==> src/rtl/addsub_share_arbiter.sv <==
`default_nettype none
// addsub_share_arbiter (rev 1.0): round-robin share of one external ripple add/sub between two requesters.
// Optional build macro ADDSUB_STATS_EN adds saturating completed/overflow job counters.
module addsub_share_arbiter #(
  parameter int WIDTH         = 6,
  parameter int SETTLE_CYCLES = 2
) (
  input  logic             clk,
  input  logic             rst_n,
  input  logic             req0_valid,
  output logic             req0_ready,
  input  logic [WIDTH-1:0] req0_a,
  input  logic [WIDTH-1:0] req0_b,
  input  logic             req0_sub,
  input  logic             req1_valid,
  output logic             req1_ready,
  input  logic [WIDTH-1:0] req1_a,
  input  logic [WIDTH-1:0] req1_b,
  input  logic             req1_sub,
  output logic [WIDTH-1:0] add_x,
  output logic [WIDTH-1:0] add_y,
  output logic             add_sel,
  input  logic [WIDTH-1:0] add_sum,
  input  logic             add_overflow,
  input  logic             add_cout,
  output logic             resp_valid,
  input  logic             resp_ready,
  output logic             resp_id,
  output logic [WIDTH-1:0] resp_sum,
  output logic             resp_overflow,
  output logic             resp_cout,
  output logic [7:0]       stat_ops,
  output logic [7:0]       stat_ovf
);

  typedef enum logic [1:0] {IDLE = 2'd0, SETTLE = 2'd1, RESP = 2'd2} state_t;

  localparam logic [3:0] SETTLE_LOAD = 4'(SETTLE_CYCLES - 1);

  state_t           state_q, state_d;
  logic             last_grant_q, last_grant_d;
  logic             owner_q, owner_d;
  logic [3:0]       cnt_q, cnt_d;
  logic [WIDTH-1:0] add_x_q, add_x_d;
  logic [WIDTH-1:0] add_y_q, add_y_d;
  logic             add_sel_q, add_sel_d;
  logic             resp_valid_q, resp_valid_d;
  logic             resp_id_q, resp_id_d;
  logic [WIDTH-1:0] resp_sum_q, resp_sum_d;
  logic             resp_overflow_q, resp_overflow_d;
  logic             resp_cout_q, resp_cout_d;

  logic grant_id;
  logic accept;
  logic resp_hs;

  // With both valid, the requester not served last wins; otherwise whoever is valid.
  assign grant_id   = (req0_valid && req1_valid) ? ~last_grant_q : req1_valid;
  assign req0_ready = rst_n && (state_q == IDLE) && req0_valid && !grant_id;
  assign req1_ready = rst_n && (state_q == IDLE) && req1_valid && grant_id;
  assign accept     = req0_ready || req1_ready;
  assign resp_hs    = resp_valid_q && resp_ready;

  always_comb begin
    state_d         = state_q;
    last_grant_d    = last_grant_q;
    owner_d         = owner_q;
    cnt_d           = cnt_q;
    add_x_d         = add_x_q;
    add_y_d         = add_y_q;
    add_sel_d       = add_sel_q;
    resp_valid_d    = resp_valid_q;
    resp_id_d       = resp_id_q;
    resp_sum_d      = resp_sum_q;
    resp_overflow_d = resp_overflow_q;
    resp_cout_d     = resp_cout_q;
    case (state_q)
      IDLE: begin
        if (accept) begin
          add_x_d      = grant_id ? req1_a : req0_a;
          add_y_d      = grant_id ? req1_b : req0_b;
          add_sel_d    = grant_id ? req1_sub : req0_sub;
          owner_d      = grant_id;
          last_grant_d = grant_id;
          cnt_d        = SETTLE_LOAD;
          state_d      = SETTLE;
        end
      end
      SETTLE: begin
        if (cnt_q == 4'd0) begin
          resp_sum_d      = add_sum;
          resp_overflow_d = add_overflow;
          resp_cout_d     = add_cout;
          resp_id_d       = owner_q;
          resp_valid_d    = 1'b1;
          state_d         = RESP;
        end else begin
          cnt_d = cnt_q - 4'd1;
        end
      end
      RESP: begin
        if (resp_hs) begin
          resp_valid_d = 1'b0;
          state_d      = IDLE;
        end
      end
      default: state_d = IDLE;
    endcase
  end

  always_ff @(posedge clk) begin
    if (!rst_n) begin
      state_q         <= IDLE;
      last_grant_q    <= 1'b1;
      owner_q         <= 1'b0;
      cnt_q           <= 4'd0;
      add_x_q         <= '0;
      add_y_q         <= '0;
      add_sel_q       <= 1'b0;
      resp_valid_q    <= 1'b0;
      resp_id_q       <= 1'b0;
      resp_sum_q      <= '0;
      resp_overflow_q <= 1'b0;
      resp_cout_q     <= 1'b0;
    end else begin
      state_q         <= state_d;
      last_grant_q    <= last_grant_d;
      owner_q         <= owner_d;
      cnt_q           <= cnt_d;
      add_x_q         <= add_x_d;
      add_y_q         <= add_y_d;
      add_sel_q       <= add_sel_d;
      resp_valid_q    <= resp_valid_d;
      resp_id_q       <= resp_id_d;
      resp_sum_q      <= resp_sum_d;
      resp_overflow_q <= resp_overflow_d;
      resp_cout_q     <= resp_cout_d;
    end
  end

  assign add_x         = add_x_q;
  assign add_y         = add_y_q;
  assign add_sel       = add_sel_q;
  assign resp_valid    = resp_valid_q;
  assign resp_id       = resp_id_q;
  assign resp_sum      = resp_sum_q;
  assign resp_overflow = resp_overflow_q;
  assign resp_cout     = resp_cout_q;

`ifdef ADDSUB_STATS_EN
  logic [7:0] stat_ops_q, stat_ops_d;
  logic [7:0] stat_ovf_q, stat_ovf_d;

  always_comb begin
    stat_ops_d = stat_ops_q;
    stat_ovf_d = stat_ovf_q;
    if (resp_hs) begin
      if (stat_ops_q != 8'hFF) stat_ops_d = stat_ops_q + 8'd1;
      if (resp_overflow_q && (stat_ovf_q != 8'hFF)) stat_ovf_d = stat_ovf_q + 8'd1;
    end
  end

  always_ff @(posedge clk) begin
    if (!rst_n) begin
      stat_ops_q <= 8'd0;
      stat_ovf_q <= 8'd0;
    end else begin
      stat_ops_q <= stat_ops_d;
      stat_ovf_q <= stat_ovf_d;
    end
  end

  assign stat_ops = stat_ops_q;
  assign stat_ovf = stat_ovf_q;
`else
  assign stat_ops = 8'd0;
  assign stat_ovf = 8'd0;
`endif

endmodule
`default_nettype wire

==> config.mk <==
export PLATFORM = sky130hd
export DESIGN_NAME = addsub_share_arbiter
export DESIGN_NICKNAME = d
export VERILOG_FILES = /design/src/rtl/addsub_share_arbiter.sv
export SDC_FILE = /design/constraint.sdc
export NUM_CORES = 1
export LEC_CHECK = 0
export BUFFER_PORTS_ARGS = -buffer_cell sky130_fd_sc_hd__clkbuf_2
export CORE_MARGIN = 2
export CORE_UTILIZATION = 45
export CTS_CLUSTER_SIZE = 10
export DETAILED_ROUTE_END_ITERATION = 12
export PLACE_DENSITY = 0.84
export SKIP_CTS_REPAIR_TIMING = 1
export SYNTH_ARGS = -nofsm -noshare
export SYNTH_HDL_FRONTEND = slang
export SYNTH_SLANG_ARGS = --single-unit
==> constraint.sdc <==
create_clock -name clk -period 3.2 [get_ports clk]
set_clock_uncertainty 0.1 [all_clocks]
set_input_delay 0.32 -clock clk [delete_from_list [all_inputs] [get_ports clk]]
set_output_delay 0.32 -clock clk [all_outputs]
set_load 0.1 [all_outputs]
==> results of run 1 <==
[placed cells by master (no fill, tap or decap), types with 2 or more instances in the layout]
master	n
nand2_1	3
or4_1	3
and2_1	2
clkbuf_2	63
nand3_1	9
a211oi_1	3
buf_4	3
nor2b_1	2
inv_1	4
conb_1	16
ha_1	2
a211oi_2	10
mux2i_1	13
clkbuf_4	5
o21ai_0	12
clkbuf_8	2
nor2_1	5
dfxtp_1	31
a21oi_1	27
[cell usage after synthesis, drive strengths merged, types with 2 or more instances]
master and n:
a211oi 13, a21boi 2, a21oi 27, and2 2, buf 24, clkbuf 6
dfxtp 31, ha 2, inv 4, mux2i 13, nand2 3, nand3 9
nor2 5, nor2b 2, nor3b 2, o21ai 12, or4 3
[metal layers]
| layer | up-vias | routed length (um) | GRT usage |
|---|---|---|---|
| met4 | 0 | 57 | 0.111 |
| met1 | 668 | 1480 | 0.200 |
| met5 | - | 0 | 0 |
| li1 | 708 | - | - |
| met2 | 48 | 1880 | 0.319 |
| met3 | 4 | 164 | 0.0352 |
[where the power goes]
group	switching [mW]	internal (mW)	total [mW]
clock network	0.128	0.129	0.257
logic	0.517	0.127	0.643
registers	0.0314	0.434	0.465
[worst min-delay path by stage]
stage	startpoint	to	slack, ns	cells past startpoint
after global routing	rst_n	last_grant_q	0.11	2
after global placement	owner_q	resp_id	0.36	2
after floorplan	rst_n	last_grant_q	0.30	1
final	rst_n	last_grant_q	0.11	2
after detailed placement	owner_q	resp_id	0.37	2
after CTS	rst_n	last_grant_q	0.11	2
[cell families after synthesis]
logic type / count (synthesis) / share of synthesized area
simple gates: 32 / 0.113
buf+inv: 34 / 0.145
compound gates: 61 / 0.261
fa+ha+maj: 2 / 0.0155
other cells: 1 / 0.00232
flops: 31 / 0.384
mux: 13 / 0.0804
[layout make-up]
cell class | count | area, sq um
Fill cell | 319 | 1470
Multi-Input combinational cell | 124 | 823
Sequential cell | 31 | 621
Timing Repair Buffer | 66 | 338
Clock buffer | 8 | 68.8
Tap cell | 46 | 57.6
Inverter | 4 | 15.0
[registers in the layout (all words and copies together), names as in the netlist, 2 cells and up]
| name | count |
|---|---|
| state_q | 2 |
| resp_sum | 6 |
| add_y | 6 |
| cnt_q | 4 |
| add_x | 6 |
==> flow_summary.yaml, run 1 <==
sta:
  setup_viol: 0
  finalWorstSetupSlack_ns: 1.07
  clock.fmax_ghz: 0.469
  worst_hold_slack_ns: 0.109
  post-route-min-period_ns: 2.13
  maxSlewViolCount: 0
  tns_ns: 0
  period_share: 0.666
  max_slew_margin: 0.278
  hold_viol_final: 0
  tightest_slew_ns: 1.08
  rsz0062_at_grt: "false"
yosys:
  ys_async_sr_fraction: 0
  ys_ff_latch: 31
  syn_inst: 174
  synth_warnings: 0
  synth-edff-count: 0
  syn_avg_cell_area_sq_um: 9.30
  synth_ff_type: "dfxtp_1"
  synthTopCellsByArea: "dfxtp_1 38%, buf_4 8.8%, a21oi_1 8.4%"
  synth-seq-area-share: 0.384
  netlist-cell-type-count: 37
  synth_top_area_frac: 0.384
  synth_area_sq_um: 1620
  synth_area_leader_cell: "dfxtp_1"
floorplanning:
  rows: 21
  start_util: 0.477
  core_area_sq_um: 3390
  io_pins: 80
  die_area_sq_um: 4090
  die_h_um: 64.0
  die-width_um: 64.0
global_routing:
  grt_pass1_vias: 1334
  grt_max_degree: 30
  grt_pass1_wl_um: 5780
  antenna_found_initial: 0
  globalRouteTotalUtil: 0.182
  grt.overflow.total: 0
final_layout:
  layout-drive-gt1-share: 0.378
  antennaDiodeCount: 0
  fin_area_sq_um: 1920
  fin_nets: 273
  area_delta_synth_final_pct: 18.9
  final_cells: 279
  finish.utilization: 0.567
clock_tree:
  clkTransAtPathRegs_ns: 0.10
  ctsRootBufferMaster: "clkbuf_4"
  clock_sinks: 31
  cts_max_level: 2
  cts_buffer_depth: 2
  insertion_delay_ns: 0.33
  cts_tree: "done"
  numCtsBuffers: 5
setup_path:
  crit_start: "state_q[1]"
  crit_cells: 5
  endpoint: "req0_ready"
  cp_cell_sequence: "nor3b_2, buf_4, nand2_1, nor2_1, clkbuf_2"
  reg2reg_depth: 4
  cp_top_family: "buffers and inverters"
  slowest_delay_ns: 0.46
  rrSetupSlack_ns: 1.35
  critPathKind: "flop to primary output"
  critPathSlowestCell: "clkbuf_2"
  crit_buf_inv: 2
  crit_path_end_kind: "primary output"
  required_ns: 2.78
  cp.arrival_ns: 1.71
  r2r-start: "state_q[1]"
  r2r_end: "add_y[1]"
  cp_max_fo: 17
  critPathLaunchType: "flop"
detailed_routing:
  dr.first_iter.drc_count: 37
  firstDrtPassIters: 4
  wire_per_inst_um: 12.9
  via_per_inst: 5.12
  vias: 1428
  drt_drc_violations_left: 0
  ant_nets: 0
  drt_wl_total_um: 3590
placement:
  post_dp_cell_area_sq_um: 1850
  place_inst: 271
  post-dp-hpwl_um: 2640
  post-place-ws_ns: 1.16
  io_buffers: 63
  place.gp.congestion: 0.719
status:
  outcome: "complete, no violations"
worst_hold_path:
  hp-class: "primary input to flop"
pwr:
  finalPower_mw: 1.37
  ir_drop_mv: 0.410
  power_density_nw_per_um2: 710
  p_leak_nw: 0.865
flow_run:
  drv_cap: 0
No activity file was read; power rests on OpenSTA's default activity.
==> inputs of run 2 (changes only) <==
- CORE_UTILIZATION: 45 -> 41
- PLACE_DENSITY: 0.84 -> 0.81
- clock period: 3.2 -> 1.83 ns (I/O delays scaled with it)
==> run 2 against run 1 <==
Net effect:
- final cell count up 3.6%
- via count up 2.0%
- clock-buffer cell count decreased by 2
- register-to-register slack worse by 1.2 ns
- critical path depth fell by 1
- clock power grew to 2.7 times the previous value
- cell area up 8.3%
- highest routed layer unchanged
- worst hold slack lost 0.096 ns
- sequential power grew 75%
- routed wire length down 1.3%
- sequential cell count stayed put
- die area rose by 9.1%
==> flow_summary.yaml, run 2 (same netlist as run 1, synthesis figures left out) <==
status:
  outcome: "complete, no violations"
setup_path:
  cp_max_fo: 9
  cp_top_family: "simple AND/OR/NAND/NOR gates"
  slowest_delay_ns: 0.38
  critPathLaunchType: "flop"
  critPathKind: "flop to primary output"
  cp_cell_sequence: "nor3b_4, buf_6, and2_2, buf_12"
  crit_path_end_kind: "primary output"
  cp.arrival_ns: 1.46
  required_ns: 1.55
  critPathSlowestCell: "dfxtp_1"
  crit_buf_inv: 2
global_routing:
  grt_max_degree: 29
  grt.overflow.total: 0
  antenna_found_initial: 0
  grt_pass1_wl_um: 6200
  grt_pass1_vias: 1464
  globalRouteTotalUtil: 0.187
placement:
  post-place-ws_ns: 0.172
  io_buffers: 63
  place_inst: 280
  place.gp.congestion: 0.730
  post-dp-hpwl_um: 2600
sta:
  setup_viol: 0
  rsz0062_at_grt: "false"
  finalWorstSetupSlack_ns: 0.0904
  tns_ns: 0
  max_slew_margin: 0.632
  hold_viol_final: 0
  clock.fmax_ghz: 0.575
  period_share: 0.951
  post-route-min-period_ns: 1.74
  maxSlewViolCount: 0
  tightest_slew_ns: 0.554
final_layout:
  final_cells: 289
  n_fill_cell: 346
  layout-drive-gt1-share: 0.411
  final_cell_mix: "61 x clkbuf_2, 31 x dfxtp_1, 27 x a21oi_1, 16 x conb_1, 13 x mux2i_1"
  final_common_cell: "clkbuf_2"
  fin_nets: 281
  area_delta_synth_final_pct: 28.8
  antennaDiodeCount: 0
detailed_routing:
  via_per_inst: 5.04
  ant_nets: 0
  firstDrtPassIters: 4
  wire_per_inst_um: 12.3
  vias: 1457
  drt_wl_total_um: 3540
  drt_drc_violations_left: 0
  dr.first_iter.drc_count: 57
floorplanning:
  io_pins: 80
  die-width_um: 66.8
  start_util: 0.435
  rows: 22
  core_area_sq_um: 3720
  die_h_um: 66.8
  die_area_sq_um: 4460
pwr:
  finalPower_mw: 2.69
  power_density_nw_per_um2: 1290
  p_leak_nw: 0.938
  ir_drop_mv: 0.750
clock_tree:
  ctsRootBufferMaster: "clkbuf_8"
  cts_max_level: 2
  clock_sinks: 31
  cts_buffer_depth: 2
  clkTransAtPathRegs_ns: 0.07
  numCtsBuffers: 5
  insertion_delay_ns: 0.29
  cts_tree: "done"
worst_hold_path:
  hp-class: "primary input to flop"
flow_run:
  drv_cap: 0
[run 2: changes by cell type in the layout (fill, tap and decap cells not counted), moves of 2 or more]
| cell | delta |
|---|---|
| clkbuf_4 | -5 |
| clkbuf_8 | +4 |
| clkbuf_2 | -2 |
| buf_12 | +2 |
| buf_4 | +7 |
[run 2: worst register-to-register path, delay by kind of cell, from the launching register on]
| kind | cells | cell delay, ns |
|---|---|---|
| buf+inv | 1 | 0.08 |
| simple gates | 1 | 0.57 |
| fa+ha+maj | 1 | 0.16 |
| compound gates | 2 | 0.31 |
| flops | 1 | 0.33 |
[run 2: power breakdown]
group | internal, mW | switching, mW
clock network | 0.440 | 0.255
registers | 0.759 | 0.0563
logic | 0.272 | 0.908
[run 2: worst paths after layout]
check	start	to	slack (ns)	cells past startpoint
worst max-delay path	state_q[0]	req1_ready	0.09	4
worst min-delay path	rst_n	last_grant_q	0.01	2
worst max register to register	cnt_q[0]	resp_overflow	0.16	5
worst min register to register	resp_sum[1]	resp_sum[1]	0.38	2
[run 2: final cells by class]
class / count / area [sq um] / share of cell area
Clock inverter: 2 / 35.0 / 0.0168
Tap cell: 48 / 60.1 / 0.0288
Clock buffer: 6 / 82.6 / 0.0396
Timing Repair Buffer: 74 / 432 / 0.207
Inverter: 4 / 15.0 / 0.00721
Sequential cell: 31 / 621 / 0.298
Multi-Input combinational cell: 124 / 838 / 0.402
[run 2: stage by stage]
stage | instance area (sq um) | hold slack [ns] | utilization
global placement | 1950 | 0.300 | 0.524
finish | 2080 | 0.0124 | 0.561
floorplan | 1680 | 0.159 | -
detailed placement | 1950 | 0.316 | 0.524
global route | 2080 | 0.0384 | 0.561
CTS | 2070 | 0.00536 | 0.556
[run 2: routing by layer]
metal	global-route usage	wire, um	share of wire
met4	0.138	110	0.031
met3	0.0422	184	0.052
met1	0.196	1410	0.40
met2	0.324	1840	0.52
met5	0	0	0
==> inputs of run 3 (changes only) <==
- CORE_ASPECT_RATIO: not set -> 1.4
==> run 3 against run 2 <==
Net effect:
- worst hold slack improved by 0.0070 ns
- maximum frequency about the same
- global-route usage decreased by 2.0 points
- setup slack got worse by 0.00068 ns
- sequential power decreased by 0.6%
- cell area decreased by 1.1%
- first-iteration DRC count decreased by 67%
- critical endpoint unchanged
- largest cell class unchanged
==> flow_summary.yaml, run 3 (same netlist as run 1, synthesis figures left out) <==
status:
  outcome: "complete, no violations"
pwr:
  p_int_mw: 1.46
  pwr-share-clk: 0.261
  seqPwrFrac: 0.302
  ir_drop_mv: 0.766
  switching_share: 0.456
  p_comb_frac: 0.438
  power_density_nw_per_um2: 1300
  p_leak_nw: 0.931
  p_switching_mw: 1.22
detailed_routing:
  via_per_inst: 5.13
  drt_drc_violations_left: 0
  dr.first_iter.drc_count: 19
  vias: 1451
  ant_nets: 0
  wire_per_inst_um: 12.5
  drt_wl_total_um: 3550
  firstDrtPassIters: 4
worst_hold_path:
  hp-class: "primary input to flop"
  whs_path_depth: 2
sta:
  tightest_slew_ns: 0.550
  tns_ns: 0
  period_share: 0.951
  rsz0062_at_grt: "false"
  clock.fmax_ghz: 0.575
  maxSlewViolCount: 0
  hold_viol_final: 0
  max_slew_margin: 0.635
  setup_viol: 0
  post-route-min-period_ns: 1.74
  worst_hold_slack_ns: 0.0194
floorplanning:
  die_h_um: 78.3
  io_pins: 80
  rows: 27
  core_area_sq_um: 3850
  die-width_um: 57.1
  die_area_sq_um: 4470
  start_util: 0.420
global_routing:
  antenna_found_initial: 0
  grt_max_degree: 29
  grt_pass1_vias: 1360
  grt.overflow.total: 0
  globalRouteTotalUtil: 0.167
  grt_pass1_wl_um: 5940
clock_tree:
  insertion_delay_ns: 0.29
  cts_buffer_depth: 2
  numCtsBuffers: 5
  ctsRootBufferMaster: "clkbuf_8"
  cts_max_level: 2
  clock_sinks: 31
  clkTransAtPathRegs_ns: 0.06
  cts_tree: "done"
final_layout:
  seq_area_sq_um: 621
  layout-drive-gt1-share: 0.408
  area_delta_synth_final_pct: 27.3
  multiInputGateArea_sq_um: 832
  final_common_cell: "clkbuf_2"
  antennaDiodeCount: 0
  fin_nets: 280
  final_cell_mix: "61 x clkbuf_2, 31 x dfxtp_1, 27 x a21oi_1, 16 x conb_1, 13 x mux2i_1"
  n_fill_cell: 370
setup_path:
  r2r-start: "cnt_q[0]"
  endpoint: "req1_ready"
  reg2reg_depth: 6
  required_ns: 1.55
  critPathKind: "flop to primary output"
  cp.arrival_ns: 1.46
  crit_start: "last_grant_q"
  cp_max_fo: 5
  critPathLaunchType: "flop"
  crit_path_end_kind: "primary output"
  rrSetupSlack_ns: 0.13
  r2r_end: "cnt_q[2]"
placement:
  io_buffers: 63
  place.gp.congestion: 0.795
  post-dp-hpwl_um: 2680
flow_run:
  drv_cap: 0
-- run 3: changes by cell type in the layout (fill, tap and decap cells not counted) --
cell	previous run	this run
buf_6	1	0
nor3b_2	0	1
nor3b_4	1	0
-- run 3: layout make-up --
| cell class | count | area share |
|---|---|---|
| well taps | 43 | 0.0261 |
| clock inverters | 2 | 0.0170 |
| flip-flops and latches | 31 | 0.301 |
| repair buffers | 73 | 0.204 |
| multi-input cells | 124 | 0.404 |
| clock buffers | 6 | 0.0401 |
| inverters | 4 | 0.00729 |
-- run 3: routing by layer --
metal | track usage | up-vias | routed length (um)
met1 | 0.191 | 661 | 1400
met4 | 0.0558 | 0 | 25
met5 | 0 | - | 0
met3 | 0.0560 | 4 | 303
li1 | - | 723 | -
met2 | 0.287 | 63 | 1820
-- run 3: metrics by stage --
stage	power, mW	setup slack (ns)	cell area (sq um)	cells	util
6_report	2.68	0.0897	2060	283	0.535
5_1_grt	2.80	0.00102	2060	283	0.535
4_1_cts	2.70	0.0642	2060	283	0.535
3_5_place_dp	2.00	0.171	1940	275	0.504
3_3_place_gp	1.98	0.215	1940	275	0.504
2_1_floorplan	1.83	0.0930	1680	189	-
-- run 3: worst min-delay path by stage --
stage | from | to | slack [ns]
2_1_floorplan | rst_n | last_grant_q | 0.16
3_3_place_gp | rst_n | last_grant_q | 0.30
3_5_place_dp | rst_n | last_grant_q | 0.31
4_1_cts | rst_n | last_grant_q | 0.01
5_1_grt | add_sum[5] | resp_sum[5] | 0.02
6_report | rst_n | last_grant_q | 0.02
-- run 3: critical path: stages (launching register included) --
cell	delay, ns
dfxtp_1	0.33
a21boi_2	0.30
buf_4	0.21
and2_2	0.17
buf_12	0.17
-- run 3: power groups by stage --
stage / registers [mW] / logic [mW] / clock network, mW
detailed placement: 0.824 / 1.18 / 0
CTS: 0.810 / 1.18 / 0.714
global route: 0.820 / 1.24 / 0.740
finish: 0.810 / 1.17 / 0.700
global placement: 0.824 / 1.16 / 0
floorplan: 1.27 / 0.562 / 0
